`src/rtl/lsu_rmw.sv`:
```
// Load/store unit bridging byte/half/word CPU accesses onto a word-only data memory via read-modify-write.
// Optional misalignment trapping is enabled by defining LSU_ALIGN_CHECK_EN.
module lsu_rmw #(
    parameter int unsigned MEM_AW = 10
) (
    input  logic        clk_i,
    input  logic        reset_ni,
    input  logic        req_valid_i,
    output logic        req_ready_o,
    input  logic        req_we_i,
    input  logic [1:0]  req_size_i,
    input  logic        req_unsigned_i,
    input  logic [31:0] req_addr_i,
    input  logic [31:0] req_wd_i,
    input  logic [31:0] req_pc_i,
    output logic        resp_valid_o,
    output logic [31:0] resp_rd_o,
    output logic        resp_err_o,
    output logic [31:0] mem_addr_o,
    output logic        mem_we_o,
    output logic [31:0] mem_wd_o,
    input  logic [31:0] mem_rd_i
);

    localparam int unsigned XLEN = 32;

    typedef enum logic [1:0] {
        S_IDLE  = 2'd0,
        S_READ  = 2'd1,
        S_WRITE = 2'd2,
        S_RESP  = 2'd3
    } state_e;

    // Only the fields still needed after acceptance; the word address lives in mem_addr_q.
    typedef struct packed {
        logic        we;
        logic [1:0]  size;
        logic        uns;
        logic [1:0]  off;
        logic [15:0] wd;
    } req_t;

    state_e            state_q, state_d;
    req_t              req_q, req_d;
    logic [XLEN-1:0]   mem_addr_q, mem_addr_d;
    logic [XLEN-1:0]   mem_wd_q, mem_wd_d;
    logic              mem_we_q, mem_we_d;
    logic              resp_valid_q, resp_valid_d;
    logic [XLEN-1:0]   resp_rd_q, resp_rd_d;
    logic              resp_err_q, resp_err_d;
    logic              misalign_c;
    logic              unused_pc;

    // The PC is carried for trace purposes only.
    assign unused_pc = ^req_pc_i;

`ifdef LSU_ALIGN_CHECK_EN
    assign misalign_c = ((req_size_i == 2'd1) && req_addr_i[0]) ||
                        (req_size_i[1] && (req_addr_i[1:0] != 2'b00));
`else
    assign misalign_c = 1'b0;
`endif

    function automatic logic [XLEN-1:0] store_merge(
        input logic [XLEN-1:0] word,
        input logic [1:0]      size,
        input logic [1:0]      off,
        input logic [15:0]     wd
    );
        logic [XLEN-1:0] r;
        r = word;
        if (size == 2'd0) begin
            r[{off, 3'b000} +: 8] = wd[7:0];
        end else begin
            r[{off[1], 4'b0000} +: 16] = wd;
        end
        return r;
    endfunction

    function automatic logic [XLEN-1:0] load_extract(
        input logic [XLEN-1:0] word,
        input logic [1:0]      size,
        input logic            uns,
        input logic [1:0]      off
    );
        logic [7:0]      b;
        logic [15:0]     h;
        logic [XLEN-1:0] r;
        b = word[{off, 3'b000} +: 8];
        h = word[{off[1], 4'b0000} +: 16];
        case (size)
            2'd0:    r = {{24{b[7] & ~uns}}, b};
            2'd1:    r = {{16{h[15] & ~uns}}, h};
            default: r = word;
        endcase
        return r;
    endfunction

    // Next-state and registered-output logic.
    always_comb begin
        state_d      = state_q;
        req_d        = req_q;
        mem_addr_d   = mem_addr_q;
        mem_wd_d     = mem_wd_q;
        mem_we_d     = 1'b0;
        resp_valid_d = 1'b0;
        resp_rd_d    = '0;
        resp_err_d   = 1'b0;

        case (state_q)
            S_IDLE: begin
                if (req_valid_i) begin
                    req_d.we   = req_we_i;
                    req_d.size = req_size_i;
                    req_d.uns  = req_unsigned_i;
                    req_d.off  = req_addr_i[1:0];
                    req_d.wd   = req_wd_i[15:0];
                    // Bits above the memory's word index ride along untouched.
                    mem_addr_d = {req_addr_i[XLEN-1:MEM_AW+2], req_addr_i[MEM_AW+1:2], 2'b00};
                    if (misalign_c) begin
                        resp_valid_d = 1'b1;
                        resp_err_d   = 1'b1;
                        state_d      = S_RESP;
                    end else if (req_we_i && req_size_i[1]) begin
                        mem_we_d = 1'b1;
                        mem_wd_d = req_wd_i;
                        state_d  = S_WRITE;
                    end else begin
                        state_d = S_READ;
                    end
                end
            end
            S_READ: begin
                if (req_q.we) begin
                    mem_wd_d = store_merge(mem_rd_i, req_q.size, req_q.off, req_q.wd);
                    mem_we_d = 1'b1;
                    state_d  = S_WRITE;
                end else begin
                    resp_rd_d    = load_extract(mem_rd_i, req_q.size, req_q.uns, req_q.off);
                    resp_valid_d = 1'b1;
                    state_d      = S_RESP;
                end
            end
            S_WRITE: begin
                resp_valid_d = 1'b1;
                state_d      = S_RESP;
            end
            S_RESP: begin
                state_d = S_IDLE;
            end
            default: begin
                state_d = S_IDLE;
            end
        endcase
    end

    // Async reset clears mem_we_q at once, aborting any pending write.
    always_ff @(posedge clk_i or negedge reset_ni) begin
        if (!reset_ni) begin
            state_q      <= S_IDLE;
            req_q        <= '0;
            mem_addr_q   <= '0;
            mem_wd_q     <= '0;
            mem_we_q     <= 1'b0;
            resp_valid_q <= 1'b0;
            resp_rd_q    <= '0;
            resp_err_q   <= 1'b0;
        end else begin
            state_q      <= state_d;
            req_q        <= req_d;
            mem_addr_q   <= mem_addr_d;
            mem_wd_q     <= mem_wd_d;
            mem_we_q     <= mem_we_d;
            resp_valid_q <= resp_valid_d;
            resp_rd_q    <= resp_rd_d;
            resp_err_q   <= resp_err_d;
        end
    end

    assign req_ready_o  = (state_q == S_IDLE) & reset_ni;
    assign resp_valid_o = resp_valid_q;
    assign resp_rd_o    = resp_rd_q;
    assign resp_err_o   = resp_err_q;
    assign mem_addr_o   = mem_addr_q;
    assign mem_we_o     = mem_we_q;
    assign mem_wd_o     = mem_wd_q;

endmodule

```
`config.mk`:
```
export PLATFORM = sky130hd
export DESIGN_NAME = lsu_rmw
export DESIGN_NICKNAME = d
export VERILOG_FILES = /design/src/rtl/lsu_rmw.sv
export SDC_FILE = /design/constraint.sdc
export NUM_CORES = 1
export LEC_CHECK = 0
export ABC_AREA = 0
export CAP_MARGIN = 5
export CORE_UTILIZATION = 40
export CTS_BUF_LIST = sky130_fd_sc_hd__clkbuf_4
export DETAILED_ROUTE_END_ITERATION = 16
export DONT_BUFFER_PORTS = 1
export GPL_TIMING_DRIVEN = 0
export SETUP_SLACK_MARGIN = 0.3
export SLEW_MARGIN = 20
export SYNTH_ARGS = -nofsm -noshare
export SYNTH_HDL_FRONTEND = slang
export SYNTH_SLANG_ARGS = --single-unit
```
`constraint.sdc`:
```
create_clock -name clk_i -period 3.52 [get_ports clk_i]
set_clock_uncertainty 0.2 [all_clocks]
set_input_delay 0.176 -clock clk_i [delete_from_list [all_inputs] [get_ports clk_i]]
set_output_delay 0.176 -clock clk_i [all_outputs]
set_load 0.05 [all_outputs]
```
==> impl_results.md <==
* Worst r2r src: req_q[17]
* Initial antenna violation count at 4
* R2R setup slack at 540 ps
* Clk_lat worst skew at 580 ps
* Core area at 15300 µm²
* Area growth, synth to finish at 28.3%
* Power share of the clock group at 0.131
* Final Setup Violations at 0
* Mapped Cells at 612
* Sw Ratio at 0.554
* Worst setup SP type: flop
* Layout cell share with drive strength beyond 1 at 0.138
* Most frequent cell after synthesis: dfrtp_1
* Clk buf depth at 2
* Worst Setup End Kind: flop
* Post-CTS Setup Bufs at 0
* Arr. time, crit path at 3290 ps
* CP startpoint: req_q[17]
* Slew HR at 0.293
* Synth area leaders: dfrtp_1, mux2_2, o221ai_1
* Std cell rows at 45
* H-tree Lvls at 4
* Comb power frac at 0.397
* Avg WL per Cell at 22.5 µm
* Routability Congestion at 0.934
* Int Pwr at 4.02 mW
* Synth Flop Type: dfrtp_1
* R2r endpoint: mem_wd_o[13]
* Cts bufs inserted at 17
* First-pass GRT wire length at 33.1 mm
* Die Ht at 127 µm
* Run status: completed
* Die area at 16200 µm²
* Total Wirelength at 21.9 mm
* Vias in the first global route at 5709
* Syn Std Cell Area at 6260 µm²
* Pre-CTS setup slack at 618 ps
* Nets at 890
* Fin crit share at 0.848
* Final worst-path setup slack at 536 ps
* Post-synth top area cell: dfrtp_1
* Root buf cell: clkbuf_4
* Synth top area share at 0.480
* EDFF count, synth at 0
* Fraction of registers with async set/reset at 1.00
* WS Path Type: flop to flop
* Chip Width at 127 µm
* RSZ-0062 raised after global routing: no
* PortBufs at 0
* P_sw at 4.98 mW
* Syn_area_per_cell at 10.2 µm²
* Via Count at 5604
* Worst path required time at 3830 ps
* DRC Markers at 0
* PD cells at 1120 nW/µm²
* Slew Viols, Final at 0
* Vias/cell at 5.75
* Final ANT Viol Nets at 0
* Lkg Pwr at 3.56 nW
* Sequential power share at 0.472
* Worst slew pin tran at 1060 ps
* Ys Warns at 0
* Max cap viols at 0
* Gates resized, CTS repair at 0
* Starting Density at 0.410
* Final Hold Violating Endpoints at 0
* Fin util at 0.527
* Maximum number of pins on one net before global-route repair at 121
* CTS tree: done
* CTS Hold Bufs at 113
* Max VDD drop at 0.000655 V
* Drt first pass iters at 7
* Dpl hpwl at 15.6 mm
* Cell variety after synth at 50
* FMAX at 335 MHz
* Setup_tns at 0 ps
* Yosys reg bits at 120
* Clk sinks at 120
* Max FO, Critical Path at 11
* Starting DRT DRC Count at 404
* Commonest cells in the netlist: dfrtp_1, mux2_2, nor2_1
* Sequential area share after synthesis at 0.480
* R2R depth at 8
* Clock slew at reported path FFs at 140 ps
* I/O pin total at 235
* Worst hold path class: input port to async pin
* Crit path capture: mem_wd_o[13]
* Overall routing resource usage at 0.275
* Tmin final at 2980 ps
* Total grt overflow at 0
critical path: stages, from the launching register on:
cell,delay (ps)
dfrtp_1,480
buf_2,230
inv_2,180
ha_1,170
clkbuf_1,390
nand4b_1,480
o221ai_1,440
a31oi_1,170
a21oi_1,190
how the worst min path moves through the flow:
stage | start | endpoint | slack (ps) | cells after the start
final | reset_ni | mem_wd_o[28] | 20 | 2
after global routing | req_addr_i[14] | mem_addr_o[14] | 40 | 2
after floorplan | reset_ni | mem_addr_o[10] | -320 | 0
after global placement | reset_ni | resp_rd_o[26] | -320 | 0
after detailed placement | reset_ni | resp_rd_o[25] | -320 | 0
after CTS | reset_ni | mem_wd_o[28] | 10 | 2
cells in the final DEF (no fill, tap or decap), drive strengths merged, types with 17 or more instances in the layout:
master       synthesis  layout
o221ai              24      24
nor2                44      44
dlygate4sd3          0     112
dfrtp              120     120
mux2                53      53
nand2               43      43
a31oi               32      32
nor2b               27      27
clkbuf              33      50
a21oi               26      26
inv                 30      35
a21o                17      17
buf                 18      19
nand2b              20      20
o21ai               27      27
per-stage QoR:
step | area [µm²] | hold WS, ps | instances | total power [mW]
after CTS | 8030 | 13.8 | 970 | 8.95
after global routing | 8040 | 43.6 | 974 | 9.47
after detailed placement | 6530 | -316 | 825 | 7.49
after floorplan | 6270 | -320 | 614 | 6.49
after global placement | 6530 | -316 | 825 | 7.41
final | 8040 | 15.8 | 974 | 9.00
power by group through the flow:
stage | Combinational [mW] | Sequential, mW | Clock (mW)
2_1_floorplan | 2.42 | 4.06 | 0
3_3_place_gp | 3.15 | 4.26 | 0
3_5_place_dp | 3.23 | 4.26 | 0
4_1_cts | 3.50 | 4.24 | 1.21
5_1_grt | 3.89 | 4.32 | 1.27
6_report | 3.57 | 4.25 | 1.18
area by class of cell:
class	count	area, µm²
flip-flops and latches	120	3000
clock inverters	15	216
plain buffers	51	221
fillers	1372	7220
inverters	30	113
diodes	4	10.0
repair buffers	113	1150
multi-input cells	413	2930
well taps	211	264
clock buffers	17	128
logic make-up (layout without fill, tap and decap cells):
| logic type | Yosys count | in the layout | synth area share |
|---|---|---|---|
| AO/OA/AOI/OAI | 178 | 178 | 0.202 |
| buffers and inverters | 81 | 226 | 0.0534 |
| AND/OR/NAND/NOR | 154 | 154 | 0.123 |
| flip-flops | 120 | 120 | 0.480 |
| multiplexers | 69 | 69 | 0.123 |
| adder cells (fa/ha/maj) | 9 | 9 | 0.0180 |
| other | 1 | 7 | 0.000599 |
per-layer routing:
layer | track usage | share of wire
met5 | 0 | 0
met4 | 0.113 | 0.031
met3 | 0.0712 | 0.076
met2 | 0.452 | 0.47
met1 | 0.346 | 0.42
flip-flops by register name, summed over array words and instances, names as in the netlist:
register,count
req_q,22
state_q,2
resp_valid_o,1
mem_wd_o,32
mem_addr_o,30
mem_we_o,1
resp_rd_o,32
Note: power is estimated with default switching activity, not from simulation.
